File: config.mk
export PLATFORM = sky130hd
export DESIGN_NAME = sargantana_itag_lookup_ctrl
export DESIGN_NICKNAME = d
export VERILOG_FILES = /design/src/rtl/sargantana_itag_lookup_ctrl.sv
export SDC_FILE = /design/constraint.sdc
export NUM_CORES = 1
export LEC_CHECK = 0
export BUFFER_PORTS_ARGS = -buffer_cell sky130_fd_sc_hd__buf_2
export CAP_MARGIN = 15
export CORE_AREA = 3 3 84 86
export CTS_CLUSTER_SIZE = 40
export DETAILED_ROUTE_END_ITERATION = 12
export DIE_AREA = 0 0 87 89
export GPL_ROUTABILITY_DRIVEN = 0
export GPL_TIMING_DRIVEN = 0
export PLACE_DENSITY = 0.85
export SYNTH_ARGS = -nofsm -noshare
export SYNTH_HDL_FRONTEND = slang
export SYNTH_SLANG_ARGS = --single-unit
File: constraint.sdc
create_clock -name clk_i -period 4.7 [get_ports clk_i]
set_input_delay 0.47 -clock clk_i [delete_from_list [all_inputs] [get_ports clk_i]]
set_output_delay 0.47 -clock clk_i [all_outputs]
set_load 0.01 [all_outputs]
File: src/rtl/sargantana_itag_lookup_ctrl.sv
// Instruction-cache tag lookup controller: compare, miss/refill, flush sequencing.
// Optional ICACHE_LFSR_REPL_EN selects LFSR replacement instead of round-robin.
module sargantana_itag_lookup_ctrl #(
    parameter int ICACHE_N_WAY   = 4,
    parameter int TAG_DEPTH      = 64,
    parameter int TAG_ADDR_WIDHT = $clog2(TAG_DEPTH),
    parameter int TAG_WIDHT      = 20
) (
    input  logic                                   clk_i,
    input  logic                                   rst_i,
    input  logic                                   lookup_valid_i,
    output logic                                   lookup_ready_o,
    input  logic [TAG_ADDR_WIDHT-1:0]              lookup_idx_i,
    input  logic [TAG_WIDHT-1:0]                   lookup_tag_i,
    input  logic                                   flush_i,
    output logic                                   resp_valid_o,
    output logic                                   resp_hit_o,
    output logic [ICACHE_N_WAY-1:0]                resp_way_o,
    output logic                                   refill_req_o,
    output logic [ICACHE_N_WAY-1:0]                refill_way_o,
    input  logic                                   refill_done_i,
    output logic [ICACHE_N_WAY-1:0]                tag_req_o,
    output logic                                   tag_we_o,
    output logic                                   tag_vbit_o,
    output logic                                   tag_flush_o,
    output logic [TAG_WIDHT-1:0]                   tag_data_o,
    output logic [TAG_ADDR_WIDHT-1:0]              tag_addr_o,
    input  logic [ICACHE_N_WAY-1:0][TAG_WIDHT-1:0] tag_way_i,
    input  logic [ICACHE_N_WAY-1:0]                vbit_i
);

    localparam int WAY_W = $clog2(ICACHE_N_WAY);

    typedef enum logic [2:0] {
        IDLE,
        CMP,
        MISS_WAIT,
        WRITE,
        FLUSH
    } state_t;

    state_t state_q, state_d;

    logic [TAG_ADDR_WIDHT-1:0] idx_q;
    logic [TAG_WIDHT-1:0]      tag_q;
    logic [ICACHE_N_WAY-1:0]   victim_q, victim_d;
    logic                      use_repl_q, use_repl_d;
    logic [ICACHE_N_WAY-1:0]   hit, hit_first;
    logic [ICACHE_N_WAY-1:0]   invalid, inv_first;
    logic [ICACHE_N_WAY-1:0]   repl_oh;
    logic [WAY_W-1:0]          repl_idx;
    logic                      accept;

    assign lookup_ready_o = !rst_i && (state_q == IDLE) && !flush_i;
    assign accept         = lookup_valid_i && lookup_ready_o;
    assign refill_way_o   = refill_req_o ? victim_q : '0;

`ifdef ICACHE_LFSR_REPL_EN
    logic [7:0] lfsr_q;

    // Free-running x^8+x^6+x^5+x^4+1 Fibonacci LFSR
    always_ff @(posedge clk_i or posedge rst_i) begin
        if (rst_i) lfsr_q <= 8'h01;
        else       lfsr_q <= {lfsr_q[6:0], lfsr_q[7] ^ lfsr_q[5] ^ lfsr_q[4] ^ lfsr_q[3]};
    end

    assign repl_idx = lfsr_q[WAY_W-1:0];
`else
    logic [WAY_W-1:0] rr_q;

    // Round-robin pointer advances only when it actually chose the victim
    always_ff @(posedge clk_i or posedge rst_i) begin
        if (rst_i)                              rr_q <= '0;
        else if (state_q == WRITE && use_repl_q) rr_q <= rr_q + 1'b1;
    end

    assign repl_idx = rr_q;
`endif

    // Per-way tag compare and victim selection
    always_comb begin
        hit     = '0;
        repl_oh = '0;
        for (int w = 0; w < ICACHE_N_WAY; w++) begin
            hit[w] = vbit_i[w] && (tag_way_i[w] == tag_q);
        end
        repl_oh[repl_idx] = 1'b1;
        invalid    = ~vbit_i;
        hit_first  = hit & (~hit + ICACHE_N_WAY'(1));
        inv_first  = invalid & (~invalid + ICACHE_N_WAY'(1));
        use_repl_d = ~|invalid;
        victim_d   = use_repl_d ? repl_oh : inv_first;
    end

    // Next state and combinational tag-memory controls
    always_comb begin
        state_d     = state_q;
        tag_req_o   = '0;
        tag_we_o    = 1'b0;
        tag_vbit_o  = 1'b0;
        tag_flush_o = 1'b0;
        tag_data_o  = '0;
        tag_addr_o  = '0;
        if (!rst_i) begin
            unique case (state_q)
                IDLE: begin
                    if (flush_i) begin
                        state_d = FLUSH;
                    end else if (accept) begin
                        tag_req_o  = '1;
                        tag_addr_o = lookup_idx_i;
                        state_d    = CMP;
                    end
                end
                CMP: begin
                    if (flush_i)   state_d = FLUSH;
                    else if (|hit) state_d = IDLE;
                    else           state_d = MISS_WAIT;
                end
                MISS_WAIT: begin
                    if (flush_i)            state_d = FLUSH;
                    else if (refill_done_i) state_d = WRITE;
                end
                WRITE: begin
                    tag_req_o  = victim_q;
                    tag_we_o   = 1'b1;
                    tag_vbit_o = 1'b1;
                    tag_data_o = tag_q;
                    tag_addr_o = idx_q;
                    state_d    = flush_i ? FLUSH : IDLE;
                end
                FLUSH: begin
                    tag_flush_o = 1'b1;
                    state_d     = IDLE;
                end
                default: state_d = IDLE;
            endcase
        end
    end

    // State, request latch, registered response and refill request
    always_ff @(posedge clk_i or posedge rst_i) begin
        if (rst_i) begin
            state_q      <= IDLE;
            idx_q        <= '0;
            tag_q        <= '0;
            victim_q     <= '0;
            use_repl_q   <= 1'b0;
            resp_valid_o <= 1'b0;
            resp_hit_o   <= 1'b0;
            resp_way_o   <= '0;
            refill_req_o <= 1'b0;
        end else begin
            state_q      <= state_d;
            resp_valid_o <= 1'b0;
            resp_hit_o   <= 1'b0;
            resp_way_o   <= '0;
            if (accept) begin
                idx_q <= lookup_idx_i;
                tag_q <= lookup_tag_i;
            end
            if (state_q == CMP && !flush_i) begin
                resp_valid_o <= 1'b1;
                resp_hit_o   <= |hit;
                resp_way_o   <= hit_first;
                if (!(|hit)) begin
                    victim_q     <= victim_d;
                    use_repl_q   <= use_repl_d;
                    refill_req_o <= 1'b1;
                end
            end
            if (state_q == MISS_WAIT && (flush_i || refill_done_i)) begin
                refill_req_o <= 1'b0;
            end
        end
    end

endmodule
=== After elaboration in Yosys (flattened, before gate mapping) ===
Cells that the tools add are included.

* Output and inout bits: 45
* Input bits: 115
* Bits in registers: 43
* Word-level logic and storage cells: 87

* $add $sub $neg: 3
* Reductions and logical operators: 22
* Equal/unequal tests: 11
* Mux-type cells: 32
* Bitwise gates (word level): 7
* $lt $le $gt $ge: 2

{| class="wikitable"
|+ Operator list
! cell !! count
|-
| $eq 20x20->1 || 4
|-
| $mux 20 || 2
|-
| $mux 4 || 6
|-
| $mux 3 || 6
|-
| $mux 6 || 3
|-
| $not 4->4 || 3
|-
| $pmux 3 s4 || 1
|-
| $pmux 6 s2 || 1
|-
| $logic_and 1x1->1 || 11
|-
| $mux 1 || 10
|-
| $add 4x1->4 const B || 2
|-
| $and 4x4->4 || 2
|-
| $pmux 4 s2 || 1
|-
| $reduce_or 4->1 || 2
|-
| $eq 3x2->1 const B || 2
|-
| $ne 3x3->1 const B || 2
|-
| $reduce_and 2->1 || 2
|-
| $eq 3x1->1 const B || 1
|-
| $eq 3x3->1 const B || 1
|-
| $logic_not 1->1 || 3
|-
| $logic_not 3->1 || 1
|-
| $lt 2x3->1 const B || 1
|-
| $reduce_and 3->1 || 1
|-
| $add 2x1->2 const B || 1
|-
| 7 further kinds || 8
|}

=== Depth between registers and ports, before layout ===
* Depth after elaboration: 8
* Mapped depth: 7
* Depth with buffers taken out: 6

=== Least setup slack after synthesis ===
OpenSTA, ideal clock, no wires.

* Kind: input to output
* Start: input rst_i
* End: output tag_we_o
* Path buffers: 3
* Arrival time: 2.616 ns
* Slack: 1.614 ns
* Required time: 4.230 ns
* Stages on the path: 5
* Cells stage by stage: clkbuf_1 inv_1 clkbuf_1 and2_1 buf_4

* Longest elaborated chain between the ends: 1

{| class="wikitable"
|+ RTL lines
! item !! line !! RTL
|-
| from (decl) || 10 || <nowiki>input logic rst_i,</nowiki>
|-
| $mux 1 || -- ||
|-
| to (decl) || 23 || <nowiki>output logic tag_we_o,</nowiki>
|}

No other way between the ends.

=== Final worst setup path ===
* Start: register state_q[0]
* End: output tag_addr_o[0]

* Longest elaborated chain between the ends: 8
* Elaborated cells between the ends (all ways): 9
* Those cells by class: eq/ne: 1; mux: 4; reduce/logical: 4

{| class="wikitable"
|+ RTL lines
! item !! line !! RTL
|-
| from (decl) || 42 || <nowiki>state_t state_q, state_d;</nowiki>
|-
| from (signal assigned) || 154 || <nowiki>state_q <= state_d;</nowiki>
|-
| $logic_not 3->1 || 54, 105 ||
|-
| $logic_and 1x1->1 (2 in series) || 54 || <nowiki>assign lookup_ready_o = !rst_i && (state_q == IDLE) && !flush_i;</nowiki>
|-
| $logic_and 1x1->1 || 55 || <nowiki>assign accept = lookup_valid_i && lookup_ready_o;</nowiki>
|-
| $mux 6 || 109 || <nowiki>end else if (accept) begin</nowiki>
|-
| $mux 6 || 107 || <nowiki>if (flush_i) begin</nowiki>
|-
| $pmux 6 s2 * || 105 || <nowiki>unique case (state_q)</nowiki>
|-
| $mux 6 * || 104 || <nowiki>if (!rst_i) begin</nowiki>
|-
| to (decl) || 27 || <nowiki>output logic [TAG_ADDR_WIDHT-1:0] tag_addr_o,</nowiki>
|}

Every way passes the cells marked *; elsewhere a longest branch is shown, timed or not.

==> reports/qor.txt <==
Sequential Power Share = 32.7%
CP startpoint = state_q[0]
Vias in the first global route = 3286
Clk_skew = 4.303 ps
First-pass GRT wire length = 15840 um
Tot GR Track Use = 27.02%
Power per cell area = 364.8 nW/um2
Core Region = 6350 um2
Synth area leaders = dfrtp_1 34%, xnor2_1 18%, nand2_1 12%
Worst path slowest cell = dfrtp_1
CP Cell Sequence = nor3_1 -> nor3b_1 -> and2_1 -> clkbuf_1 -> nand2_1 -> a21oi_1 -> buf_2
Startpoint class of the critical path = register
Int Pwr = 0.9397 mW
Post-synth top cells = 98 x nand2_1, 64 x xnor2_1, 43 x dfrtp_1, 26 x clkbuf_1, 20 x and3_1
Reg-to-Reg End = use_repl_q
Antenna violations before repair = 0
Hold Path Cell Cnt = 3
Crit path max fanout = 8
Critical Path End Type = primary output
Max-slew violations = 0
Syn-to-layout area delta = 32.57%
Max clock buf depth = 2
Htree depth = 2
Gates resized, CTS repair = 0
Mapped Cells = 387
Final nets = 672
DIE AREA = 7743 um2
Sw Ratio = 38.54%
Cts bufs inserted = 5
Setup TNS = 0 ps
Sink Count = 43
# Post-CTS Setup Buffers = 0
Initial Util = 49.79%
Critical Path RT = 4230 ps
Vias/cell = 5.336
Max Cap Violations = 0
Final Non-Filler Cells = 631
Filler Cell Count = 517
Yosys warns = 0
Rows = 29
Max_slew headroom = 54.53%
R2R setup slack = 2050 ps
Kind of critical path = reg -> out
Clock latency on the worst-skew pair = 290 ps
DIE WIDTH = 87 um
Input/output buffers = 158
Tcrit/Tclk final = 58.92%
Leak Pwr = 2.197 nW
Most common cell in the netlist = nand2_1
DRC = 0
Synth async-reset ratio = 100.0%
Worst VDD drop = 0.0001982 V
GRT Residual Overflow = 0
Cts hold-fix bufs = 0
DRT Pass-1 Iters = 4
Yosys cell types = 36
TritonCTS clock tree = done
# placed instances = 623
Clock power share = 19.9%
Worst endpoint data arrival time = 2300 ps
Crit path time final = 2769 ps
Final hold vios = 0
Top_reg_cell synth = dfrtp_1
Initial DRC count = 177
F_max = 0.3611 GHz
Final setup violation count = 0
Ant diodes = 0
Post-route ant nets = 0
Detailed-placement wirelength estimate = 8464 um
Largest net degree at the start of global routing = 41
WL final = 10480 um
Status = completed
Worst Setup EP = tag_addr_o[0]
Comb pwr share = 47.4%
Share of layout cells above drive strength 1 = 33.39%
Max incr delay on CP = 450 ps
RR Startpoint = tag_q[19]
Mean Syn Cell Area = 8.170 um2
Post-Syn Nets = 506
Synthesis-stage register bit count = 43
Routed WL per cell = 16.60 um
Cell taking the most area after synthesis = dfrtp_1
Post-synth EDFFs = 0
Area share of the largest cell type after synthesis = 34.03%
Sequential area share after synthesis = 34.03%
Root buf cell = clkbuf_8
Actual slew at the worst max-slew pin = 675.9 ps
Die Y-Extent = 89 um
R2R depth = 7
RSZ-0062 raised after global routing = no
# IOs = 160
Vias post-DR = 3367
Clock slew at reported path FFs = 80 ps
Mapped Area = 3162 um2
P_sw = 0.5893 mW
Worst Hold Class = in -> reg
## stage by stage
stage | util (%) | cell area [um2] | power, mW | setup WS (ps) | hold WS [ps]
3_3_place_gp | 63.76 | 4049 | 1.201 | 1015 | 458.4
2_1_floorplan | - | 3162 | 1.001 | 1614 | 445.7
3_5_place_dp | 64.10 | 4070 | 1.226 | 2150 | 461.9
4_1_cts | 66.01 | 4192 | 1.530 | 1925 | 357.7
6_report | 66.01 | 4192 | 1.529 | 1931 | 366.3
5_1_grt | 66.01 | 4192 | 1.629 | 1642 | 355.2
## routing by layer
| layer | vias to the layer above | share of wire (%) | routed length (um) | global-route usage [%] |
|---|---|---|---|---|
| met4 | 0 | 3.0 | 319 | 10.76 |
| met3 | 29 | 8.3 | 870 | 5.714 |
| li1 | 1601 | - | - | - |
| met2 | 166 | 50 | 5283 | 47.48 |
| met1 | 1571 | 38 | 4001 | 32.29 |
| met5 | - | 0 | 0 | 0 |
## sequential cells by signal, summed over array words and instances (netlist names), 2 cells and up
| signal | count |
|---|---|
| victim_q | 4 |
| resp_way_o | 4 |
| tag_q | 20 |
| repl_idx | 2 |
| state_q | 3 |
| idx_q | 6 |
## cells in the final DEF (no fill, tap or decap), drive strengths merged
cell type and instances:
nand2 98, buf 166, a22o 1, nor4b 2, or2 1, or4 1, and3 22, ha 4
xnor2 64, inv 10, o21ai 3, bufinv 1, mux2i 2, and2 7, nand2b 3, a31oi 1
nor3 3, nor2 6, nand3 10, nor4 10, nand4 19, a22oi 1, xor2 17, mux2 5
or4b 1, and3b 1, nand4b 1, or3 1, a21oi 15, dfrtp 43, nor3b 3, clkbuf 32
## final cells by class
type | instances | area [um2] | share of cell area [%]
repair buffers | 159 | 810.8 | 19.34
flip-flops and latches | 43 | 1076 | 25.67
well taps | 77 | 96.34 | 2.299
inverters | 9 | 33.78 | 0.8060
clock inverters | 2 | 38.79 | 0.9254
clock buffers | 6 | 82.58 | 1.970
multi-input cells | 302 | 1904 | 45.43
plain buffers | 33 | 148.9 | 3.552
## worst max-delay path: cells and delay by family (launching register included)
family,cells,cell delay [ps]
AOI/OAI and AO/OA,1,140
and+or+nand+nor,4,980
buffers and inverters,2,440
DFF,1,450
## power by group through the flow
stage	sequential [mW]	clock [mW]	combinational [mW]
4_1_cts	0.500	0.309	0.722
6_report	0.500	0.304	0.725
2_1_floorplan	0.498	0	0.502
3_5_place_dp	0.507	0	0.719
3_3_place_gp	0.501	0	0.699
5_1_grt	0.510	0.326	0.794
## worst min-delay path by stage
stage / slack (ps) / endpoint / from
after floorplan: 450 / idx_q[0] / idx_q[0]
after global placement: 460 / idx_q[3] / idx_q[3]
after detailed placement: 460 / idx_q[0] / idx_q[0]
after CTS: 360 / tag_q[11] / lookup_tag_i[11]
after global routing: 360 / tag_q[3] / lookup_tag_i[3]
final: 370 / tag_q[11] / lookup_tag_i[11]
## kinds of logic (layout without fill, tap and decap cells)
family | after synthesis | count (layout) | synth area share [%]
and+or+nand+nor | 189 | 189 | 29.76
DFF | 43 | 43 | 34.03
adders and majority gates | 4 | 4 | 1.583
AOI/OAI and AO/OA | 21 | 21 | 3.562
buffers and inverters | 42 | 209 | 5.738
muxes | 7 | 7 | 2.889
xor gates and xnor gates | 81 | 81 | 22.44
Power figures use the tool's default switching activity.
